--- src/rtl/sfif_rx_ctrl.sv ---
// sfif_rx_ctrl: SFIF receive-side controller. Parses 64-bit RX TLP beats,
// forwards them to the capture FIFO, checks framing and length, returns
// posted/non-posted credits and counts TLPs against a programmed target.
module sfif_rx_ctrl (
   input  logic        clk_125,
   input  logic        rstn,
   input  logic        enable,
   input  logic        run,
   input  logic [15:0] rx_cycles,
   input  logic        loop,
   input  logic        rx_st,
   input  logic        rx_end,
   input  logic [63:0] rx_data,
   input  logic        rx_fifo_full,
   output logic        rx_fifo_wr,
   output logic [65:0] rx_fifo_data,
   output logic        ph_cr,
   output logic        pd_cr,
   output logic        nph_cr,
   output logic [8:0]  pd_num,
   output logic [15:0] tlp_cnt,
   output logic        err_frame,
   output logic        err_len,
   output logic        err_ovf,
   output logic        done,
   output logic [2:0]  sm
);

   localparam int unsigned DW = 64;
   localparam int unsigned CW = 16;
   localparam int unsigned LW = 10;
   localparam int unsigned BW = 11;

   typedef enum logic [2:0] {
      S_IDLE   = 3'b000,
      S_HDR    = 3'b001,
      S_DATA   = 3'b010,
      S_CREDIT = 3'b011,
      S_DONE   = 3'b110
   } state_e;

   // Data DW carried by a header (0 for no-data formats, len 0 means 1024).
   function automatic logic [BW-1:0] data_dw(input logic [1:0] fmt, input logic [LW-1:0] len);
      if (!fmt[1])        return '0;
      else if (len == '0) return BW'(1024);
      else                return BW'(len);
   endfunction

   // Expected beat count: ceil((hdr_dw + data_dw) / 2).
   function automatic logic [LW-1:0] calc_exp(input logic [1:0] fmt, input logic [LW-1:0] len);
      logic [BW-1:0] tot;
      tot = data_dw(fmt, len) + (fmt[0] ? BW'(4) : BW'(3)) + BW'(1);
      return tot[BW-1:1];
   endfunction

   // Posted data credits: ceil(data_dw / 4).
   function automatic logic [8:0] calc_pd(input logic [1:0] fmt, input logic [LW-1:0] len);
      logic [BW-1:0] tot;
      tot = data_dw(fmt, len) + BW'(3);
      return tot[BW-1:2];
   endfunction

   state_e          state_q, state_d;
   logic            run_q;
   logic [1:0]      fmt_q, fmt_d;
   logic [4:0]      type_q, type_d;
   logic [LW-1:0]   len_q, len_d;
   logic [BW-1:0]   beat_q, beat_d;

   logic            wr_q, wr_d;
   logic [DW+1:0]   data_q, data_d;
   logic            ph_q, ph_d, pd_q, pd_d, nph_q, nph_d;
   logic [8:0]      pd_num_q, pd_num_d;
   logic [CW-1:0]   cnt_q, cnt_d;
   logic            ef_q, ef_d, el_q, el_d, eo_q, eo_d;
   logic            done_q, done_d;

   logic            run_rise_c, hit_c, hdr_mode_c, beat_acc_c, end_acc_c;
   logic            frame_err_c, cnt_inc_c, posted_c, np_c, cpl_c, len_bad_c;
   logic [CW-1:0]   cnt_next_c;

   assign run_rise_c = run & ~run_q;
   assign cnt_next_c = (cnt_q == '1) ? cnt_q : cnt_q + CW'(1);
   assign hit_c      = ~loop & (rx_cycles != '0) & (cnt_next_c == rx_cycles);

   // State register and header/beat tracking.
   always_ff @(posedge clk_125 or negedge rstn) begin
      if (!rstn) begin
         state_q <= S_IDLE;
         run_q   <= 1'b0;
         fmt_q   <= '0;
         type_q  <= '0;
         len_q   <= '0;
         beat_q  <= '0;
      end else begin
         state_q <= state_d;
         run_q   <= run;
         fmt_q   <= fmt_d;
         type_q  <= type_d;
         len_q   <= len_d;
         beat_q  <= beat_d;
      end
   end

   // Next state, header capture and beat acceptance.
   always_comb begin
      state_d     = state_q;
      fmt_d       = fmt_q;
      type_d      = type_q;
      len_d       = len_q;
      beat_d      = beat_q;
      hdr_mode_c  = 1'b0;
      beat_acc_c  = 1'b0;
      frame_err_c = 1'b0;
      cnt_inc_c   = 1'b0;
      if (!enable) begin
         state_d = S_IDLE;
      end else begin
         case (state_q)
            S_IDLE:   if (run) state_d = S_HDR;
            S_HDR:    hdr_mode_c = 1'b1;
            S_DATA: begin
               beat_acc_c  = 1'b1;
               frame_err_c = rx_st;
               if (rx_end) state_d = S_CREDIT;
            end
            S_CREDIT: begin
               cnt_inc_c = 1'b1;
               if (hit_c) state_d = S_DONE;
               else       hdr_mode_c = 1'b1;
            end
            S_DONE:   if (run_rise_c) state_d = S_IDLE;
            default:  state_d = S_IDLE;
         endcase
      end
      // CREDIT handles a back-to-back start exactly like HDR.
      if (hdr_mode_c) begin
         state_d = S_HDR;
         if (rx_st) begin
            beat_acc_c = 1'b1;
            state_d    = rx_end ? S_CREDIT : S_DATA;
         end else if (rx_end) begin
            frame_err_c = 1'b1;
         end
      end
      if (beat_acc_c) begin
         if (rx_st) begin
            fmt_d  = rx_data[62:61];
            type_d = rx_data[60:56];
            len_d  = rx_data[41:32];
            beat_d = BW'(1);
         end else if (beat_q != '1) begin
            beat_d = beat_q + BW'(1);
         end
      end
   end

   assign end_acc_c = beat_acc_c & rx_end;
   assign len_bad_c = beat_d != BW'(calc_exp(fmt_d, len_d));
   assign cpl_c     = (type_d == 5'b01010) | (type_d == 5'b01011);
   assign posted_c  = fmt_d[1] & (type_d[4:3] == 2'b00);
   assign np_c      = ~fmt_d[1] & ~cpl_c;

   // Next values for FIFO port, credit pulses, counter and sticky errors.
   always_comb begin
      wr_d     = beat_acc_c & ~rx_fifo_full;
      data_d   = wr_d ? {rx_st, rx_end, rx_data} : data_q;
      ph_d     = end_acc_c & posted_c;
      pd_d     = end_acc_c & posted_c;
      nph_d    = end_acc_c & np_c;
      pd_num_d = (end_acc_c & posted_c) ? calc_pd(fmt_d, len_d) : 9'd0;
      cnt_d    = cnt_inc_c ? cnt_next_c : cnt_q;
      ef_d     = ef_q | frame_err_c;
      el_d     = el_q | (end_acc_c & len_bad_c);
      eo_d     = eo_q | (beat_acc_c & rx_fifo_full);
      if (run_rise_c) begin
         cnt_d = '0;
         ef_d  = 1'b0;
         el_d  = 1'b0;
         eo_d  = 1'b0;
      end
      done_d   = state_d == S_DONE;
   end

   // Output registers.
   always_ff @(posedge clk_125 or negedge rstn) begin
      if (!rstn) begin
         wr_q     <= 1'b0;
         data_q   <= '0;
         ph_q     <= 1'b0;
         pd_q     <= 1'b0;
         nph_q    <= 1'b0;
         pd_num_q <= '0;
         cnt_q    <= '0;
         ef_q     <= 1'b0;
         el_q     <= 1'b0;
         eo_q     <= 1'b0;
         done_q   <= 1'b0;
      end else begin
         wr_q     <= wr_d;
         data_q   <= data_d;
         ph_q     <= ph_d;
         pd_q     <= pd_d;
         nph_q    <= nph_d;
         pd_num_q <= pd_num_d;
         cnt_q    <= cnt_d;
         ef_q     <= ef_d;
         el_q     <= el_d;
         eo_q     <= eo_d;
         done_q   <= done_d;
      end
   end

   assign rx_fifo_wr   = wr_q;
   assign rx_fifo_data = data_q;
   assign ph_cr        = ph_q;
   assign pd_cr        = pd_q;
   assign nph_cr       = nph_q;
   assign pd_num       = pd_num_q;
   assign tlp_cnt      = cnt_q;
   assign err_frame    = ef_q;
   assign err_len      = el_q;
   assign err_ovf      = eo_q;
   assign done         = done_q;
   assign sm           = 3'(state_q);

endmodule

--- config.mk ---
export PLATFORM = sky130hd
export DESIGN_NAME = sfif_rx_ctrl
export DESIGN_NICKNAME = d
export VERILOG_FILES = /design/src/rtl/sfif_rx_ctrl.sv
export SDC_FILE = /design/constraint.sdc
export NUM_CORES = 1
export LEC_CHECK = 0
export ABC_AREA = 1
export BUFFER_PORTS_ARGS = -buffer_cell sky130_fd_sc_hd__buf_2
export CORE_ASPECT_RATIO = 1.2
export CORE_MARGIN = 8
export CORE_UTILIZATION = 48
export DETAILED_ROUTE_END_ITERATION = 8
export GPL_ROUTABILITY_DRIVEN = 1
export PLACE_DENSITY = 0.88
export SYNTH_ARGS = -nofsm -noshare
export SYNTH_HDL_FRONTEND = slang
export SYNTH_SLANG_ARGS = --single-unit
export TNS_END_PERCENT = 1
--- constraint.sdc ---
create_clock -name clk_125 -period 3.7 [get_ports clk_125]
set_clock_uncertainty 0.05 [all_clocks]
set_input_delay 0.74 -clock clk_125 [delete_from_list [all_inputs] [get_ports clk_125]]
set_output_delay 0.74 -clock clk_125 [all_outputs]
set_load 0.01 [all_outputs]
---- Yosys cells after proc, flatten, opt, wreduce, memory -nomap -nowiden ----
Index checks and enable logic that the tools add are counted.
storage, ports and cells
  register bits ........................... 130
  latch bits .............................. 0
  RAM bits ................................ 0
  bits in read-only memories .............. 0
  output and inout bits ................... 102
  word-level logic and storage cells ...... 99
  memories kept ........................... 0
cells by class
  add/subtract/negate cells ............... 5
  multipliers ............................. 0
  div/mod/pow operators ................... 0
  $lt $le $gt $ge ......................... 0
  eq/ne operators ......................... 11
  shifts and indexed selects .............. 0
  multiplexer cells ....................... 42
  bitwise logic cells ..................... 20
  reduce and logical (&&, ||, !) cells .... 5
operators by type and width
  cell                                                                    count
  11-bit 2-to-1 mux                                                       5
  16-bit 2-to-1 mux                                                       3
  11-bit by 1-bit adder with 11-bit output (second input constant)        2
  3-bit 2-to-1 mux                                                        7
  10-bit 2-to-1 mux                                                       2
  1-bit 2-to-1 mux                                                        17
  16-bit by 1-bit adder with 16-bit output (second input constant)        1
  16-bit equality test                                                    1
  16-bit equality test (second input constant)                            1
  16-bit nonzero test                                                     1
  3-bit case mux with 5 select lines                                      1
  11-bit by 2-bit adder with 11-bit output (second input constant)        1
  11-bit by 3-bit adder with 11-bit output                                1
  1-bit AND                                                               11
  11-bit by 10-bit inequality test with 1-bit output                      1
  11-bit inequality test (second input constant)                          1
  5-bit by 4-bit equality test with 1-bit output (second input constant)  2
  10-bit zero test                                                        1
  5-bit 2-to-1 mux                                                        2
  9-bit 2-to-1 mux                                                        1
  3-bit by 2-bit equality test with 1-bit output (second input constant)  2
  3-bit equality test (second input constant)                             2
  2-bit 2-to-1 mux                                                        3
  1-bit inverter                                                          5
  6 further kinds                                                         9

---- Longest topological paths before layout ----
Gate-level depths: netlist of the first run.
  depth after elaboration ................. 18
  mapped depth ............................ 34

---- Worst setup path after synthesis of the first run ----
Ideal clock, no wire load.
  path kind ............................... register to register
  start ................................... reg cnt_q[0], in the netlist tlp_cnt[0]
  end ..................................... reg el_q, in the netlist err_len
  arrival ................................. 3727 ps
  required time ........................... 3518 ps
  setup slack ............................. -208 ps
  cell stages (with the launch flop) ...... 34
  path buffers ............................ 2
  path through ............................ dfrtp_1 > ha_1 > nand3_2 > inv_2 > nand2_4 > nor2_4 > inv_2 > buf_6 > nand3_1 > nand2_1 > nor2_1 > nand2_1 > nor2_2 > nand3_2 > nand4_4 > nand2_2 > buf_6 > nand2_1 > nand2_1 > nand2_1 > inv_1 > fa_1 > inv_1 > nand2_1 > nand2_1 > nand3_1 > nor2_2 > nand2_1 > xnor2_1 > nand2_1 > nor2_1 > nand2_1 > nand2_1 > a21oi_2
between the ends
  elaborated cells between the ends (all ways) .. 23
  classes of those cells .................. add/sub (3); eq/ne (3); mux (12); bitwise (4); reduce/logical (1)
RTL lines
  item                                                                                     line  source
  start, declared                                                                          74    logic [CW-1:0] cnt_q, cnt_d;
  start signal, assigned                                                                   206   cnt_q <= cnt_d;
  16-bit by 1-bit adder with 16-bit output / 16-bit equality test (equally long branches)  83    assign cnt_next_c = (cnt_q == '1) ? cnt_q : cnt_q + CW'(1);
  16-bit 2-to-1 mux *                                                                      83
  16-bit equality test *                                                                   84    assign hit_c = ~loop & (rx_cycles != '0) & (cnt_next_c == rx_cycles);
  1-bit AND *                                                                              84
  1-bit 2-to-1 mux *                                                                       129   if (hit_c) state_d = S_DONE;
  1-bit case mux with 2 select lines *                                                     119   case (state_q)
  1-bit 2-to-1 mux *                                                                       116   if (!enable) begin
  1-bit 2-to-1 mux *                                                                       137   if (hdr_mode_c) begin
  (+1 left out)                                                                            n/a
  via fmt_d[0]                                                                             65    logic [1:0] fmt_q, fmt_d;
  3-bit 2-to-1 mux *                                                                       52    tot = data_dw(fmt, len) + (fmt[0] ? BW'(4) : BW'(3)) + BW'(1);
  11-bit by 3-bit adder with 11-bit output *                                               52
  11-bit by 1-bit adder with 11-bit output *                                               52
  11-bit by 10-bit inequality test with 1-bit output *                                     159   assign len_bad_c = beat_d != BW'(calc_exp(fmt_d, len_d));
  1-bit AND *                                                                              174   el_d = el_q | (end_acc_c & len_bad_c);
  1-bit bitwise OR *                                                                       174
  1-bit 2-to-1 mux *                                                                       176   if (run_rise_c) begin
  via el_d                                                                                 75    logic ef_q, ef_d, el_q, el_d, eo_q, eo_d;
  end signal, assigned                                                                     208   el_q <= el_d;
  end, declared                                                                            75
Mark *: on every way through the listed nets, which the timed path passes. The rest lies on a longest branch.
A chain may end at the register's enable or synchronous reset.

---- Worst setup path after layout of the first run ----
  start ................................... reg cnt_q[1], in the netlist tlp_cnt[1]
  end ..................................... reg el_q, in the netlist err_len
between the ends
  word-level cells in the longest chain between the ends .. 18
  elaborated cells between the ends (all ways) .. 23
  classes of those cells .................. add/sub (3); eq/ne (3); mux (12); bitwise (4); reduce/logical (1)
ends and longest elaborated chain
  item                                                                                     line  source
  16-bit by 1-bit adder with 16-bit output / 16-bit equality test (equally long branches)  83
  16-bit 2-to-1 mux *                                                                      83
  16-bit equality test *                                                                   84
  1-bit AND *                                                                              84
  1-bit 2-to-1 mux *                                                                       129
  1-bit case mux with 2 select lines *                                                     119
  1-bit 2-to-1 mux *                                                                       116
  1-bit 2-to-1 mux *                                                                       137
  (+3 left out)                                                                            n/a
  11-bit 2-to-1 mux                                                                        44    if (!fmt[1]) return '0;
  11-bit by 3-bit adder with 11-bit output                                                 52
  11-bit by 1-bit adder with 11-bit output                                                 52
  11-bit by 10-bit inequality test with 1-bit output                                       159
  1-bit AND *                                                                              174
  1-bit bitwise OR *                                                                       174
  1-bit 2-to-1 mux *                                                                       176
  via el_d                                                                                 75
Marks and branches as above.

==> run metrics, run 1 <==
DP HPWL=15100 microns; Synth area leader=dfrtp_1; asr flop ratio synth=1.00; met3 WL post-DR=1520 microns; grt total ovfl=0; htree depth=4; hold_buf cts=0; non-filler cells, final=1285; via count=6934; most frequent cells after synthesis=nand2_1 (192), dfrtp_1 (129), inv_1 (96); final cycle utilization of the critical path=1.13; die span in x=126 microns; Cell Pwr Density=682 nW/um^2; R2R depth=30; RSZ-0062 raised after global routing=true; Post-synth EDFFs=0; Syn. warnings=0; Least-Margin Pin Slew=0.742 ns; antenna fix cells=0; critical path's slowest cell=dfrtp_2; R2R Setup Slk=-0.50 ns; input/output buffers=189; GRT Overall Usage=0.226; met2 WL=11200 microns; post-synthesis cell count=806; Vias/cell=5.40; initial antenna violation count=0; Final Net Count=1190; sequential-to-total area share from yosys stat=0.465; IO Count=190; post-synth net total=899; Crit Reg-Reg Endpoint=err_len$_DFF_PN0_; Antenna Nets Post-Route=0; Avg WL per Cell=16.9 microns; share of post-route cells with drive strength above 1=0.435; Syn Area/Cell=8.60 sq um; reg-to-reg startpoint=tlp_cnt[1]$_DFFE_PN0P_; M1 WL=8070 microns; Synth cell types=49; Synth top area share=0.465; Area growth syn-to-layout=38.8%; mapped cell area=6940 sq um; vias in the first global route=6897; failing checks=negative setup slack; ys flop type=dfrtp_1; Max Root-Sink Buffers=2; CP Max Fanout=6; Worst Setup End Kind=register; number of buffers created by CTS=17; setup violators final=1; post-layout util=0.676; core region area=14200 sq um; placed cell count=1229; Max Cap Viol=0; Arrival @ worst endpoint=4.43 ns; Final Max Slew Viols=0; drt pass-1 iters=8; Final Hold Fails=0; Iter 0 DRT Violations=583; Synth Register Bits=129; max_slew headroom=0.504; CTS Sinks=129; Max Used Layer=met4; Peak Freq=238 MHz; DIE AREA=18600 sq um; CTS tree=yes; status=finished, violations left; Critical Path RT=3.93 ns; Static Leak=0.00501 uW; die height=148 microns; clock slew seen by the registers of the worst setup and hold paths=0.06 ns; Setup WS post-layout=-0.497 ns; Hold WS=0.250 ns; initial core utilization=0.487; largest net degree at the start of global routing=47; Skew-Pair Late Insertion Delay=0.42 ns; worst vdd ir=0.463 mV; hold crit path type=primary input to async pin; minimum clock period=4.20 ns; Synth area leaders=dfrtp_1 (47%), nand2_1 (10%), mux2_2 (9.3%), inv_1 (5.2%), nand3_1 (5.1%); first-pass GRT wire length=33800 microns; WS Path Type=register to register; Largest stage delay, worst path=0.40 ns; row count=48; GP Congestion=0.949; DRC=0; Post-Route WL=21700 microns; CP startpoint kind=register; Root Driver=clkbuf_16; most numerous cell in the Yosys netlist=nand2_1; crit path launch=tlp_cnt[1]$_DFFE_PN0P_
-- worst max path at each step --
stage                     cells past startpoint                 to
after floorplan                              32  err_len$_DFF_PN0_
after global placement                       30  err_len$_DFF_PN0_
after detailed placement                     27  err_len$_DFF_PN0_
after CTS                                    32  err_len$_DFF_PN0_
final                                        30  err_len$_DFF_PN0_
after global routing                         29  err_len$_DFF_PN0_
-- timing repair --
action | in CTS | in global routing
endpoints found under the setup margin | 1 | 41
resized for setup | 21 | 50
pin swaps | 19 | 34
setup buffers | 11 | 11
gates cloned | 2 | 0
-- per-layer routing --
metal	vias to the layer above	track usage
li1	3210	-
met1	3288	0.242
met3	91	0.0677
met4	0	0.119
met5	-	0
met2	345	0.397
-- flip-flops by register name, summed over array words and instances (netlist names) --
register	count
nph_cr	1
pd_num	9
rx_fifo_wr	1
tlp_cnt	16
len_q	10
err_len	1
run_q	1
done	1
beat_q	11
err_frame	1
pd_cr	1
fmt_q	2
rx_fifo_data	66
sm	3
type_q	4
err_ovf	1
-- stage by stage --
step	total power, uW	instance area, sq um	setup TNS (ns)	worst slack (ns)
4_1_cts	6420	9360	-0.160	-0.160
2_1_floorplan	3760	6970	0	0.00591
6_report	6570	9630	-0.497	-0.497
3_5_place_dp	4750	8630	-0.217	-0.217
3_3_place_gp	4630	8630	-0.0598	-0.0598
5_1_grt	6960	9630	-1.71	-0.689
-- layout by cell type, fill, tap and decap left out, drive strengths merged, types with 8 or more instances in the layout --
master / instances
buf: 291
clkbuf: 20
nor3: 8
nand4: 19
nand2: 211
a21oi: 25
xor2: 11
nor2: 72
inv: 103
o21ai: 28
clkinv: 8
dfrtp: 129
nand3: 81
mux2: 57
nand3b: 9
-- critical path: cells and delay by family (launching register included) --
| family | cells | cell delay (ns) |
|---|---|---|
| AND/OR/NAND/NOR | 20 | 2.22 |
| buffers and inverters | 5 | 0.59 |
| adder cells (fa/ha/maj) | 2 | 0.41 |
| flip-flops | 1 | 0.40 |
| XOR/XNOR | 1 | 0.19 |
| AO/OA/AOI/OAI | 2 | 0.17 |
-- layout make-up --
cell class / count / area [sq um]
repair buffers: 291 / 1770
flip-flops and latches: 129 / 3230
inverters: 102 / 393
repair inverters: 2 / 17.5
fillers: 1035 / 4610
clock buffers: 20 / 457
well taps: 175 / 219
clock inverters: 12 / 110
multi-input cells: 554 / 3420
-- cells by family (layout without fill, tap and decap cells) --
logic type                 count (synthesis)  count (layout)  share of synthesized area
and+or+nand+nor                          408             408                      0.279
DFF                                      129             129                      0.465
buffers and inverters                    123             427                     0.0779
AOI/OAI and AO/OA                         68              68                     0.0545
muxes                                     58              58                     0.0940
xor gates and xnor gates                  15              15                     0.0189
adders and majority gates                  5               5                     0.0101
-- report_power, final --
group          switching [uW]  leakage (uW)  internal [uW]  total [uW]
clock network             635      0.000268            958        1590
registers                 267       0.00162           1920        2190
logic                    1560       0.00312           1230        2790
Power figures use the tool's default switching activity.
==> run 2: changes to the inputs <==
Settings changed: CORE_UTILIZATION 48 to 30, MAX_ROUTING_LAYER set to met4, PLACE_DENSITY 0.88 to 0.63.
==> run 2 against run 1 <==
Compared with the run above:
- the run still ends with negative setup slack left
- flip-flop and latch count stayed put
- final cell count is 12% higher
- sequential share of layout area is 0.68 points lower
- first-iteration DRC count is 51% lower
- combinational power is 5% lower
- fmax is 6.8% higher
- largest cell class unchanged
- count of clock-buffer cells in the layout is 1 lower
- setup slack better by 0.27 ns
- critical path type unchanged
- die area is 52% higher
- via count is 6.3% lower
- clock power is 8% higher
- highest routed layer unchanged
==> run metrics, run 2 (synthesis results as in run 1) <==
status=finished, violations left; failing checks=negative setup slack; Setup WS post-layout=-0.231 ns; DIE AREA=28300 sq um; Post-Route WL=21200 microns; Arrival @ worst endpoint=4.15 ns; Peak Freq=254 MHz; CP startpoint kind=register; Static Leak=0.00508 uW; WS Path Type=register to register; max_slew headroom=0.480; Vias/cell=4.53; CTS tree=yes; core region area=23000 sq um; grt total ovfl=0; share of post-route cells with drive strength above 1=0.428; Final Max Slew Viols=0; DRC=0; largest net degree at the start of global routing=79; input/output buffers=189; worst vdd ir=0.351 mV; vias in the first global route=6754; most frequent cells in the layout=buf_2 (188), nand2_1 (176), dfrtp_1 (126); Largest stage delay, worst path=0.39 ns; Root Driver=clkbuf_16; crit path launch=tlp_cnt[0]$_DFFE_PN0P_; Crit Reg-Reg Endpoint=err_len$_DFF_PN0_; Antenna Nets Post-Route=0; clock slew seen by the registers of the worst setup and hold paths=0.06 ns; initial core utilization=0.302; number of buffers created by CTS=17; first-pass GRT wire length=34300 microns; Skew-Pair Late Insertion Delay=0.42 ns; hold crit path type=primary input to async pin; R2R depth=33; most common cell after layout, fill and taps aside=buf_2; antenna fix cells=0; IO Count=190; CP Max Fanout=8; initial antenna violation count=0; GRT Overall Usage=0.158; R2R Setup Slk=-0.23 ns; RSZ-0062 raised after global routing=true; minimum clock period=3.93 ns; Area growth syn-to-layout=41.6%; design area=9820 sq um; setup violators final=1; GP Congestion=0.906; Critical Path RT=3.92 ns; Final Net Count=1199; Fillers=2253; via count=6496; CTS Sinks=129; max reg flops=66; Hold WS=0.299 ns; most frequent CP cell=nand2_1; Final Hold Fails=0; Least-Margin Pin Slew=0.780 ns; htree depth=4; Iter 0 DRT Violations=287; Cell Pwr Density=665 nW/um^2; die height=183 microns; placed instance area=8970 sq um; final cycle utilization of the critical path=1.06; drt pass-1 iters=5; Max Cap Viol=0; Max Root-Sink Buffers=2; row count=61; die span in x=155 microns; critical path's slowest cell=dfrtp_2; Worst Setup End Kind=register; DP HPWL=16200 microns; reg-to-reg startpoint=tlp_cnt[0]$_DFFE_PN0P_; Avg WL per Cell=14.8 microns
-- run 2: through the flow --
step           instances  power (uW)  TNS (ns)  setup WS (ns)  utilization
2_1_floorplan        806        3760         0        0.00591            -
3_3_place_gp        1391        4710    -0.156         -0.156        0.391
3_5_place_dp        1391        4770    -0.244         -0.244        0.391
4_1_cts             1432        6580    -0.151         -0.151        0.423
5_1_grt             1433        6990    -0.505         -0.504        0.428
6_report            1433        6530    -0.231         -0.231        0.428
-- run 2: layer usage --
layer	wire length (microns)	global-route usage
met5	0	-
met4	251	0.0479
met3	920	0.0336
met2	11000	0.279
met1	9030	0.175
-- run 2: cell type report --
cell class	count	area, sq um	share of cell area
multi-input cells	554	3360	0.342
well taps	315	394	0.0401
clock inverters	12	159	0.0162
repair inverters	1	8.76	0.000892
repair buffers	301	1850	0.188
clock buffers	19	433	0.0441
inverters	102	392	0.0399
flip-flops and latches	129	3230	0.329
-- run 2: worst max-delay path by stage --
stage / end / cells after the start
after detailed placement: err_len$_DFF_PN0_ / 30
after global routing: err_len$_DFF_PN0_ / 31
after CTS: err_len$_DFF_PN0_ / 32
after floorplan: err_len$_DFF_PN0_ / 32
final: err_len$_DFF_PN0_ / 33
after global placement: err_len$_DFF_PN0_ / 32
-- run 2: worst max-delay path, delay by kind of cell, from the launching register on --
kind / cells / cell delay (ns)
simple gates: 22 / 1.99
buf+inv: 7 / 0.71
fa+ha+maj: 2 / 0.55
flops: 1 / 0.39
compound gates: 2 / 0.09
-- run 2: report_power, final --
part           internal, uW  switching [uW]  leakage [uW]
sequential             1920             245       0.00162
clock                  1060             650      0.000284
combinational          1190            1470       0.00318
-- run 2: what timing repair did --
item                                   in CTS  in global routing
setup buffers                               9                  1
pin swaps                                  27                  6
gates resized for setup                    26                 26
hold buffers                                0                  0
setup endpoints to repair                   1                 73
cloned                                      1                  0
endpoints found under the hold margin       0                  0
